$ cat config.mk
export PLATFORM = sky130hd
export DESIGN_NAME = mem_responder
export DESIGN_NICKNAME = d
export VERILOG_FILES = /design/src/rtl/mem_pkg.sv /design/src/rtl/mem_array.sv /design/src/rtl/mem_responder.sv
export SDC_FILE = /design/constraint.sdc
export NUM_CORES = 2
export LEC_CHECK = 0
export CORE_ASPECT_RATIO = 2
export CORE_UTILIZATION = 63
export CTS_CLUSTER_DIAMETER = 50
export DETAILED_ROUTE_END_ITERATION = 16
export MAX_ROUTING_LAYER = met4
export PLACE_DENSITY_LB_ADDON = 0.25
export SKIP_CTS_REPAIR_TIMING = 1
export SLEW_MARGIN = 40
export SYNTH_ARGS = -nofsm -noshare
export SYNTH_HDL_FRONTEND = slang
export SYNTH_SLANG_ARGS = --single-unit
$ cat constraint.sdc
create_clock -name clk -period 5.9 [get_ports clk]
set_input_delay 0.885 -clock clk [delete_from_list [all_inputs] [get_ports clk]]
set_output_delay 0.885 -clock clk [all_outputs]
set_load 0.01 [all_outputs]
$ cat src/rtl/mem_pkg.sv
// mem_pkg: shared state/op encodings and default sizing for the memory responder
package mem_pkg;
  typedef enum logic [1:0] {IDLE, WAIT, DONE} state_t;
  typedef enum logic [1:0] {OP_RD, OP_WR, OP_OOR, OP_ERR} op_t;
  localparam int ADDR_W_D   = 16;
  localparam int DATA_W_D   = 8;
  localparam int DEPTH_D    = 256;
  localparam int WAIT_CNT_W = 4;
endpackage

$ cat src/rtl/mem_array.sv
// mem_array: single-port synchronous RAM with registered, clearable read data
module mem_array #(
  parameter int DATA_W = 8,
  parameter int DEPTH  = 256
) (
  input  logic                     clk,
  input  logic                     rst,
  input  logic                     we,
  input  logic                     re,
  input  logic                     clr,
  input  logic [$clog2(DEPTH)-1:0] addr,
  input  logic [DATA_W-1:0]        wdata,
  output logic [DATA_W-1:0]        rdata
);
  logic [DATA_W-1:0] ram [DEPTH];
  // storage is never cleared; only the write strobe touches it
  always_ff @(posedge clk)
    if (we) ram[addr] <= wdata;
  // read register holds the last completed read; out-of-range reads load zero
  always_ff @(posedge clk)
    rdata <= (!rst || clr) ? '0 : re ? ram[addr] : rdata;
endmodule

$ cat src/rtl/mem_responder.sv
// mem_responder: services CPU memory strobes with wait states; optional MEM_LOAD_PORT_EN adds a direct load port
module mem_responder import mem_pkg::*; #(
  parameter int ADDR_W   = ADDR_W_D,
  parameter int DATA_W   = DATA_W_D,
  parameter int DEPTH    = DEPTH_D,
  parameter int WAIT_CYC = 0
) (
  input  logic              clk,
  input  logic              rst,
  input  logic [ADDR_W-1:0] addr,
  input  logic              mem_read,
  input  logic              mem_write,
  input  logic              bus2mem,
  input  logic              mem2bus,
  input  logic [DATA_W-1:0] wdata,
`ifdef MEM_LOAD_PORT_EN
  input  logic              load_en,
  input  logic [ADDR_W-1:0] load_addr,
  input  logic [DATA_W-1:0] load_data,
`endif
  output logic [DATA_W-1:0] bus_out,
  output logic              bus_oe,
  output logic              mem_ready,
  output logic              err,
  output logic              busy
);
  localparam int AW = $clog2(DEPTH);
  state_t                state;
  op_t                   op_q, op_d, op;
  logic [AW-1:0]         addr_q, ld_a, ram_a;
  logic [DATA_W-1:0]     wdata_q, ld_d, ram_d, rdata;
  logic [WAIT_CNT_W-1:0] wait_cnt;
  logic                  req, ld, ld_ok, fire;
`ifdef MEM_LOAD_PORT_EN
  assign ld    = load_en && state == IDLE;
  assign ld_ok = load_addr < ADDR_W'(DEPTH);
  assign ld_a  = load_addr[AW-1:0];
  assign ld_d  = load_data;
`else
  assign ld    = 1'b0;
  assign ld_ok = 1'b0;
  assign ld_a  = '0;
  assign ld_d  = '0;
`endif
  // classify the request; in IDLE act on live inputs so zero-wait completes at the accept edge
  always_comb begin
    req   = mem_read | mem_write;
    op_d  = addr >= ADDR_W'(DEPTH) ? (mem_read && !mem_write ? OP_OOR : OP_ERR)
          : mem_read && !mem_write ? OP_RD
          : mem_write && !mem_read && bus2mem ? OP_WR : OP_ERR;
    op    = state == IDLE ? op_d : op_q;
    fire  = state == IDLE ? req && !ld && WAIT_CYC == 0 : state == WAIT && wait_cnt == '0;
    ram_a = ld ? ld_a : state == IDLE ? addr[AW-1:0] : addr_q;
    ram_d = ld ? ld_d : state == IDLE ? wdata : wdata_q;
  end
  mem_array #(.DATA_W(DATA_W), .DEPTH(DEPTH)) u_ram (
    .clk   (clk),
    .rst   (rst),
    .we    (rst && (ld ? ld_ok : fire && op == OP_WR)),
    .re    (fire && op == OP_RD),
    .clr   (fire && op == OP_OOR),
    .addr  (ram_a),
    .wdata (ram_d),
    .rdata (rdata)
  );
  assign bus_out = mem2bus ? rdata : '0;
  assign bus_oe  = mem2bus;
  // request FSM with registered completion, error and busy flags
  always_ff @(posedge clk)
    if (!rst) begin
      state     <= IDLE;
      wait_cnt  <= '0;
      mem_ready <= 1'b0;
      err       <= 1'b0;
      busy      <= 1'b0;
    end else begin
      mem_ready <= fire;
      err       <= ld ? !ld_ok : fire && (op == OP_ERR || op == OP_OOR);
      busy      <= state == IDLE ? req && !ld : state == WAIT;
      case (state)
        IDLE: if (req && !ld) begin
          op_q     <= op_d;
          addr_q   <= addr[AW-1:0];
          wdata_q  <= wdata;
          state    <= WAIT_CYC == 0 ? DONE : WAIT;
          wait_cnt <= WAIT_CNT_W'(WAIT_CYC - 1);
        end
        WAIT: begin
          state    <= wait_cnt == '0 ? DONE : WAIT;
          wait_cnt <= wait_cnt - WAIT_CNT_W'(1);
        end
        default: state <= IDLE;
      endcase
    end
endmodule
==> out/metrics.cfg <==
[status]
outcome=complete, no violations

[placement]
place_inst=5915
hpwl_mm=128.9
io_buffer_count=41
post-place-ws_ps=802.3
place_congestion=0.9593

[timing]
hold_viol_final=0
worst_slew_pin_slew_ps=935.0
slew_violations=0
layout_setup_ws_ps=1368
final.min_clock_period_ps=4532
fin_worst_skew_ps=21.07
fin_crit_sh=0.7682
fmax_mhz=220.6
holdWs_ps=553.8
finalSetupTns_ps=0
slew_headroom=0.3766
rsz0062_at_grt=false
setup_viol=0

[drt]
drt-total-wl_mm=210.2
via_per_inst=7.270
vias=45180
drc_errors=0
wl_per_cell_um=33.83
drt_iter0_markers=6205
ant_nets=0
dr.pass1.iters=8

[critical_path]
worstSetupPathType=flip-flop to flip-flop
reg2regPathDepth=10
start_kind=flip-flop
crit_arrival_ps=5170
required_ps=6540
reg2reg_from=state[0]
r2r-end=u_ram.rdata[3]
rrSetupSlack_ps=1370
worstPathMaxFanout=95
cp-end-kind=flip-flop

[clocking]
clockRootBuffer=clkbuf_16
cts_max_level=4
cts.sinks=2083
clock_latency_ps=800
clk_path_buf_depth=3
path_clk_slew_ps=70
cts_buffers=160
cts_tree=done

[grt]
grt.total_usage=0.3460
grt_pass1_wl_mm=297.0
antenna_found_initial=7
grt_start_max_net_pins=153
grt_pass1_vias=43770
gr-total-overflow=0

[hold_path]
hold_path_depth=2
min_path_type=flip-flop to flip-flop
hp-start=wait_cnt[3]
min_to=wait_cnt[3]

[die]
dieArea_um2=124600
io_pins=42
die_w_um=250.1
start_util=0.6365
rows=181
die_h_um=498.2
core-area_um2=121800

[finish]
drive_above_1_share=0.09550
final_core_util=0.7030
layoutNonFillerInstCount=6214
layout.nets=4556
area_growth_pct=10.45

[flow_run]
cap_violations=0

[pwr]
peakVddDrop_mv=0.2297
power_density_nw_per_um2=344.2
power_leakage_uw=0.02567

[synthesis]
ys.flop_type=edfxtp_1
syn_inst=4500
yosysWarningCount=0
async_reset_ff_frac=0
synth_cell_type_count=46
synthesis.nets=4532
avgSynthCellArea_um2=17.23
ys_seq_area_frac=0.8044
synth_edf_count=2066
synth_area_um2=77550
synth-seq-cells=2083

==> layout make-up <==
type,count,area [um2]
well taps,1555,1946
clock buffers,204,4382
clock inverters,83,777.0
inverters,6,22.52
multi-input cells,2069,13960
diodes,10,25.02
repair buffers,204,2165
flip-flops and latches,2083,62380
fillers,7365,36180
==> how the worst max path moves through the flow <==
| stage | slack (ps) | end | cells past startpoint | from |
|---|---|---|---|---|
| 6_report | 1370 | u_ram.rdata[3] | 10 | state[0] |
| 5_1_grt | 1150 | u_ram.ram[188][1] | 8 | state[0] |
| 4_1_cts | 1500 | u_ram.ram[188][1] | 8 | state[0] |
| 3_5_place_dp | 800 | u_ram.ram[131][5] | 9 | mem_write |
| 3_3_place_gp | 760 | u_ram.rdata[3] | 10 | addr[1] |
| 2_1_floorplan | 620 | u_ram.ram[0][0] | 7 | state[1] |
==> cells by family (layout without fill, tap and decap cells) <==
logic type,count (synthesis),after routing,share of synthesized area
compound gates,1669,1669,0.1533
other cells,0,10,0
buf+inv,348,497,0.02086
simple gates,397,397,0.02104
mux,1,1,0.0001291
fa+ha+maj,2,2,0.0003226
flops,2083,2083,0.8044
==> state kept, by name (all words and copies together) (netlist names), 2 cells and up <==
signal and flops:
wait_cnt 4, u_ram.ram 2048, wdata_q 8, op_q 2
u_ram.rdata 8, addr_q 8, state 2
==> synthesized netlist by cell type, types with 34 or more instances <==
master	count	area share
a21oi_1	387	0.025
a221oi_1	128	0.014
a22o_1	128	0.014
a22oi_1	768	0.074
buf_1	34	0.0016
buf_2	174	0.011
clkbuf_1	113	0.0055
edfxtp_1	2066	0.80
nand2_1	64	0.0031
nor2_1	275	0.013
o21ai_0	35	0.0023
o22ai_1	64	0.0052
o41ai_1	97	0.011
==> critical path, stage by stage (launching register included) <==
cell	delay [ps]
dfxtp_1	470
nor2_4	470
buf_4	420
nor3b_1	130
a31oi_4	220
buf_12	340
a21oi_1	140
o41ai_2	680
a41oi_2	450
nor3_1	570
a311oi_1	180
==> cell usage in the layout, fill, tap and decap left out, types with 4 or more instances in the layout <==
| cell type | n |
|---|---|
| clkbuf_16 | 170 |
| a41oi_1 | 22 |
| clkbuf_1 | 34 |
| o21ai_0 | 35 |
| dfxtp_1 | 17 |
| o22ai_1 | 64 |
| nand2b_1 | 6 |
| nand3_1 | 7 |
| diode_2 | 10 |
| a221oi_1 | 128 |
| o41ai_1 | 82 |
| bufinv_16 | 13 |
| nor2_1 | 273 |
| clkinv_2 | 22 |
| a41o_1 | 8 |
| a22o_1 | 128 |
| buf_12 | 38 |
| nand2_1 | 45 |
| nor3_1 | 11 |
| a311oi_1 | 7 |
| nand2_2 | 5 |
| clkinvlp_4 | 11 |
| a21oi_1 | 387 |
| clkdlybuf4s50_1 | 41 |
| a22oi_1 | 768 |
| o41ai_2 | 15 |
| inv_6 | 4 |
| edfxtp_1 | 2066 |
| buf_4 | 120 |
| clkinv_1 | 28 |
| nand3b_1 | 5 |
| and2_1 | 10 |
| a31oi_1 | 4 |
| nand2b_2 | 4 |
| nand2_4 | 12 |
| inv_1 | 6 |
==> routing by layer <==
layer  wire length [um]  global-route usage
met5                  0                   -
met2             107500              0.5758
met1              68250              0.3897
met3              18680             0.05277
met4              15810              0.2246
==> metrics by stage <==
stage                     total power (uW)  cell area (um2)
after CTS                            29460            85570
after global routing                 30100            85650
after detailed placement             19010            80410
after floorplan                      18120            77550
after global placement               18960            80180
final                                29480            85660
==> report_power, final <==
part,switching [uW],internal [uW]
Clock,4890,5840
Sequential,15.0,16500
Combinational,1680,576
(Power assumes the default switching activity.)
